## src/rtl/mem_rr_arbiter_if.sv

```systemverilog
// Requester/memory bus for mem_rr_arbiter. The slave modport is the arbiter.
// The master modport is the side that drives requests and returns memory read data.
interface mem_rr_arbiter_if #(
  parameter int NUM_REQ = 4,
  parameter int ID_W    = 2,
  parameter int AW      = 10,
  parameter int DW      = 16
);
  logic                  en;
  logic [NUM_REQ-1:0]    req;
  logic [NUM_REQ-1:0]    req_we;
  logic [NUM_REQ-1:0]    req_lock;
  logic [NUM_REQ*AW-1:0] req_addr;
  logic [NUM_REQ*DW-1:0] req_wdata;
  logic [NUM_REQ-1:0]    gnt;
  logic                  mem_we;
  logic [AW-1:0]         mem_waddr;
  logic [AW-1:0]         mem_raddr;
  logic [DW-1:0]         mem_din;
  logic [DW-1:0]         mem_dout;
  logic                  rsp_valid;
  logic [ID_W-1:0]       rsp_id;
  logic [DW-1:0]         rsp_data;

  modport master (
    output en, req, req_we, req_lock, req_addr, req_wdata, mem_dout,
    input  gnt, mem_we, mem_waddr, mem_raddr, mem_din, rsp_valid, rsp_id, rsp_data
  );

  modport slave (
    input  en, req, req_we, req_lock, req_addr, req_wdata, mem_dout,
    output gnt, mem_we, mem_waddr, mem_raddr, mem_din, rsp_valid, rsp_id, rsp_data
  );
endinterface

```

## src/rtl/mem_rr_arbiter.sv

```systemverilog
// Round-robin arbiter sharing one synchronous-read memory between NUM_REQ requesters.
// One operation is granted per cycle. A read's data returns one cycle after its grant,
// tagged with the requester ID. A requester holding req_lock keeps ownership for
// back-to-back beats.
module mem_rr_arbiter #(
  parameter int NUM_REQ = 4,
  parameter int ID_W    = 2,
  parameter int AW      = 10,
  parameter int DW      = 16
) (
  input  logic               clk,
  input  logic               rst,
  mem_rr_arbiter_if.slave    bus
);

  logic [ID_W-1:0] ptr;
  logic [ID_W-1:0] owner;
  logic            owner_vld;
  logic            win_vld;
  logic [ID_W-1:0] win_id;
  logic [ID_W-1:0] cand;
  logic            win_we;
  logic [AW-1:0]   win_addr;
  logic [DW-1:0]   win_wdata;

  // Winner select: a locked owner keeps the bus; otherwise search starts at ptr+1 and wraps.
  // The loop runs from the farthest candidate to the nearest, so the nearest requester wins.
  always_comb begin
    win_vld = 1'b0;
    win_id  = '0;
    cand    = '0;
    if (bus.en && !rst) begin
      if (owner_vld && bus.req[owner] && bus.req_lock[owner]) begin
        win_vld = 1'b1;
        win_id  = owner;
      end else begin
        for (int k = NUM_REQ; k >= 1; k--) begin
          cand = ID_W'((int'(ptr) + k) % NUM_REQ);
          if (bus.req[cand]) begin
            win_vld = 1'b1;
            win_id  = cand;
          end
        end
      end
    end
  end

  assign win_we    = bus.req_we[win_id];
  assign win_addr  = bus.req_addr[int'(win_id)*AW +: AW];
  assign win_wdata = bus.req_wdata[int'(win_id)*DW +: DW];

  // Grant and memory port decode; unused ports are held at zero.
  always_comb begin
    bus.gnt       = '0;
    bus.mem_we    = 1'b0;
    bus.mem_waddr = '0;
    bus.mem_raddr = '0;
    bus.mem_din   = '0;
    if (win_vld) begin
      bus.gnt[win_id] = 1'b1;
      if (win_we) begin
        bus.mem_we    = 1'b1;
        bus.mem_waddr = win_addr;
        bus.mem_din   = win_wdata;
      end else begin
        bus.mem_raddr = win_addr;
      end
    end
  end

  // The registered memory output lines up with rsp_valid, so data passes straight through.
  assign bus.rsp_data = bus.mem_dout;

  // Pointer, lock ownership and read-response tagging, updated on every grant edge.
  always_ff @(posedge clk or posedge rst) begin
    if (rst) begin
      ptr           <= ID_W'(NUM_REQ - 1);
      owner         <= '0;
      owner_vld     <= 1'b0;
      bus.rsp_valid <= 1'b0;
      bus.rsp_id    <= '0;
    end else if (win_vld) begin
      ptr           <= win_id;
      owner         <= win_id;
      owner_vld     <= bus.req_lock[win_id];
      bus.rsp_valid <= !win_we;
      bus.rsp_id    <= win_id;
    end else begin
      owner_vld     <= 1'b0;
      bus.rsp_valid <= 1'b0;
    end
  end

endmodule

```

## src/flat_wrapper.sv

```systemverilog
// flat-port wrapper written by rule: the top's interface ports become plain ports
module mem_rr_arbiter_flat 
#(
  parameter int NUM_REQ = 4,
  parameter int ID_W    = 2,
  parameter int AW      = 10,
  parameter int DW      = 16
)
  (clk, rst, bus_en, bus_req, bus_req_we, bus_req_lock, bus_req_addr, bus_req_wdata, bus_mem_dout, bus_gnt, bus_mem_we, bus_mem_waddr, bus_mem_raddr, bus_mem_din, bus_rsp_valid, bus_rsp_id, bus_rsp_data);
  mem_rr_arbiter_if #(.NUM_REQ(NUM_REQ), .ID_W(ID_W), .AW(AW), .DW(DW)) bus_i ();
  input  logic clk;
  input  logic rst;
  input wire logic [$bits(bus_i.en)-1:0] bus_en;
  input wire logic [$bits(bus_i.req)-1:0] bus_req;
  input wire logic [$bits(bus_i.req_we)-1:0] bus_req_we;
  input wire logic [$bits(bus_i.req_lock)-1:0] bus_req_lock;
  input wire logic [$bits(bus_i.req_addr)-1:0] bus_req_addr;
  input wire logic [$bits(bus_i.req_wdata)-1:0] bus_req_wdata;
  input wire logic [$bits(bus_i.mem_dout)-1:0] bus_mem_dout;
  output wire logic [$bits(bus_i.gnt)-1:0] bus_gnt;
  output wire logic [$bits(bus_i.mem_we)-1:0] bus_mem_we;
  output wire logic [$bits(bus_i.mem_waddr)-1:0] bus_mem_waddr;
  output wire logic [$bits(bus_i.mem_raddr)-1:0] bus_mem_raddr;
  output wire logic [$bits(bus_i.mem_din)-1:0] bus_mem_din;
  output wire logic [$bits(bus_i.rsp_valid)-1:0] bus_rsp_valid;
  output wire logic [$bits(bus_i.rsp_id)-1:0] bus_rsp_id;
  output wire logic [$bits(bus_i.rsp_data)-1:0] bus_rsp_data;
  assign bus_i.en = bus_en;
  assign bus_i.req = bus_req;
  assign bus_i.req_we = bus_req_we;
  assign bus_i.req_lock = bus_req_lock;
  assign bus_i.req_addr = bus_req_addr;
  assign bus_i.req_wdata = bus_req_wdata;
  assign bus_i.mem_dout = bus_mem_dout;
  assign bus_gnt = bus_i.gnt;
  assign bus_mem_we = bus_i.mem_we;
  assign bus_mem_waddr = bus_i.mem_waddr;
  assign bus_mem_raddr = bus_i.mem_raddr;
  assign bus_mem_din = bus_i.mem_din;
  assign bus_rsp_valid = bus_i.rsp_valid;
  assign bus_rsp_id = bus_i.rsp_id;
  assign bus_rsp_data = bus_i.rsp_data;
  mem_rr_arbiter #(.NUM_REQ(NUM_REQ), .ID_W(ID_W), .AW(AW), .DW(DW)) u_core (.clk(clk), .rst(rst), .bus(bus_i));
endmodule
```

## config.mk

```make
export PLATFORM = sky130hd
export DESIGN_NAME = mem_rr_arbiter_flat
export DESIGN_NICKNAME = d
export VERILOG_FILES = /design/src/rtl/mem_rr_arbiter_if.sv /design/src/rtl/mem_rr_arbiter.sv /design/src/flat_wrapper.sv
export SDC_FILE = /design/constraint.sdc
export NUM_CORES = 1
export LEC_CHECK = 0
export ABC_AREA = 1
export BUFFER_PORTS_ARGS = -buffer_cell sky130_fd_sc_hd__buf_2
export CORE_ASPECT_RATIO = 0.9
export CORE_UTILIZATION = 39
export DETAILED_ROUTE_END_ITERATION = 8
export PLACE_DENSITY = 0.83
export SLEW_MARGIN = 20
export SYNTH_ARGS = -nofsm -noshare
export SYNTH_HDL_FRONTEND = slang
export SYNTH_SLANG_ARGS = --single-unit
```

## constraint.sdc

```tcl
create_clock -name clk -period 2.7 [get_ports clk]
set_input_delay 0.27 -clock clk [delete_from_list [all_inputs] [get_ports clk]]
set_output_delay 0.27 -clock clk [all_outputs]
set_load 0.005 [all_outputs]
```

==> results_dict.tcl <==
set metrics [dict create \
    outcome "complete, but fails checks" \
    violations "negative setup slack" \
    synth_cell_types 23 \
    cp.arrival_ps 2520 \
    synth_top_cells_by_count "nand2_1, inv_1, nand3_1" \
    grt-ovfl-total 0 \
    wl_per_cell_um 12.99 \
    worstPathRequired_ps 2430 \
    die_h_um 73.19 \
    met1Wirelength_mm 3.479 \
    numCtsBuffers 3 \
    p_per_area_nw_per_um2 829.0 \
    max_slew_margin 0.8046 \
    period_share 1.033 \
    synth_edf_count 0 \
    cts_tree "built" \
    fillers 511 \
    post_dp_cell_area_um2 2929 \
    rows 25 \
    skew_ps 8.453 \
    root_buffer "clkbuf_8" \
    startpoint_type "flip-flop" \
    critPathMaxFanout 6 \
    yosysWarningCount 0 \
    finalCriticalPeriod_ps 2789 \
    synth.most_common_cell "nand2_1" \
    ant_nets 0 \
    antennaDiodeCount 0 \
    seq_area_um2 152.6 \
    nets 740 \
    drc 0 \
    final_core_util 0.6241 \
    io_pins 195 \
    grt_use_total 0.2628 \
    hp-class "input port to asynchronous set/reset pin" \
    setup-violations-final 32 \
    worst_slew_pin_slew_ps 292.5 \
    vias 3294 \
    yosys.area.top_type "nand2_1" \
    worstSetupEndpointType "primary output" \
    yosysTopAreaCellShare 0.3573 \
    route.met2.wl_mm 4.291 \
    drtIter0Drc 142 \
    die_x_um 81.10 \
    clock_path_buffers 2 \
    syn-num-nets 586 \
    synth_area_leaders "nand2_1, nand3_1, inv_1, buf_4, nand3b_1" \
    clock_sinks 6 \
    area_growth_pct 52.02 \
    setup_slack_ps -89.34 \
    netlist_instances 451 \
    ff2ff_path_depth 16 \
    synthArstFlopShare 1.000 \
    via_per_inst 4.909 \
    syn_avg_cell_area_um2 4.869 \
    htree_levels 1 \
    total_power_mw 2.768 \
    dp.cells 651 \
    pre_cts_ws_ps 87.84 \
    irDropWorstVdd_uv 418.9 \
    grt_max_degree 31 \
    grt_pass1_vias 2762 \
    antenna_found_initial 0 \
    insertion_delay_ps 230 \
    hold_ws_ps 11.35 \
    port_buffers 162 \
    syn_area_um2 2196 \
    drv_cap 0 \
    critPathKind "flip-flop to primary output" \
    ys_seq_elements 6 \
    yosysSeqAreaShare 0.06952 \
    die-area_um2 5935 \
    multi_input_area_um2 1683 \
    p_leak_nw 2.237 \
    place_congestion 0.8811 \
    grt_pass1_wl_mm 12.20 \
    core_um2 5349 \
    max_freq_ghz 0.3585 \
    hold_viol_final 0 \
    start_util 0.4105 \
    tns_ps -1111 \
    final_area_um2 3338 \
    clkSlewWorstSetupHoldPaths_ps 40 \
    top_layer "met4" \
    rsz0062_at_grt "true" \
    dr.pass1.iters 5 \
    drt-total-wl_mm 8.715 \
    wl_met3_um 749 \
    fin_cells 671 \
    ys.flop_type "dfrtp_1" \
    dp_hpwl_mm 5.956 \
    finalMaxSlewViolations 0 \
    post_route_cells_drive_above_1_share 0.4056 \
]
==> sequential cells by signal (all words and copies together), names as in the netlist <==
signal	cells
u_core.ptr	2
u_core.owner_vld	1
u_core.bus.rsp_valid	1
u_core.bus.rsp_id	2
==> logic make-up (layout without fill, tap and decap cells) <==
family,count (synthesis),count (layout),share of synthesized area
DFF,6,6,0.06952
buffers and inverters,100,251,0.2296
AOI/OAI and AO/OA,9,9,0.02279
and+or+nand+nor,336,338,0.6781
==> repair_timing <==
| action | in CTS | in global routing |
|---|---|---|
| gates cloned | 1 | 4 |
| setup endpoints to repair | 39 | 40 |
| gates resized for setup | 12 | 34 |
| buffers inserted | 4 | 7 |
| hold buffers | 0 | 0 |
| pin swaps | 1 | 14 |
==> critical path: stages (launching register included) <==
cell and delay [ps]:
dfstp_2 600, buf_6 150, nand2_2 60, nand2_2 110
nand2_4 70, nand2_2 60, inv_2 50, nand2_2 70
nand3_2 80, nand3_4 150, nand3_1 160, nand3_4 180
nand3_2 270, nor2_1 170, buf_2 120
==> where the power goes <==
group	total, mW	leakage [nW]	switching, mW	internal (mW)
registers	0.177	0.0726	0.0397	0.137
logic	2.44	2.14	1.49	0.948
clock network	0.150	0.0228	0.0478	0.102
total	2.77	2.24	1.58	1.19
==> placed cells by master (no fill, tap or decap), drive strengths merged <==
cell,n
nand2,216
buf,186
inv,58
nand3,56
nor2,46
nand3b,20
o21ai,7
clkbuf,7
dfrtp,4
dfstp,2
a21oi,1
a31oi,1
==> layer usage <==
metal | up-vias | track usage
met4 | 0 | 0.1012
met5 | - | 0
met2 | 182 | 0.4734
li1 | 1660 | -
met1 | 1432 | 0.3047
met3 | 20 | 0.04875
==> path summary, 6_finish.rpt <==
kind                                       from  slack (ps)                   end
max                               u_core.ptr[0]         -90        bus_mem_din[5]
min                                         rst          10  u_core.bus.rsp_id[1]
max reg2reg                       u_core.ptr[0]         460      u_core.owner_vld
min reg2reg                u_core.bus.rsp_id[1]         620  u_core.bus.rsp_id[1]
max in group asynchronous                   rst        2470         u_core.ptr[1]
min in group clk                bus_req_lock[0]         320      u_core.owner_vld
==> layout make-up <==
| class | count | share of cell area |
|---|---|---|
| flip-flops and latches | 6 | 0.04573 |
| multi-input cells | 347 | 0.5041 |
| inverters | 58 | 0.06672 |
| repair buffers | 189 | 0.3448 |
| clock buffers | 4 | 0.01349 |
| well taps | 67 | 0.02511 |
Note: power is estimated with default switching activity, not from simulation.
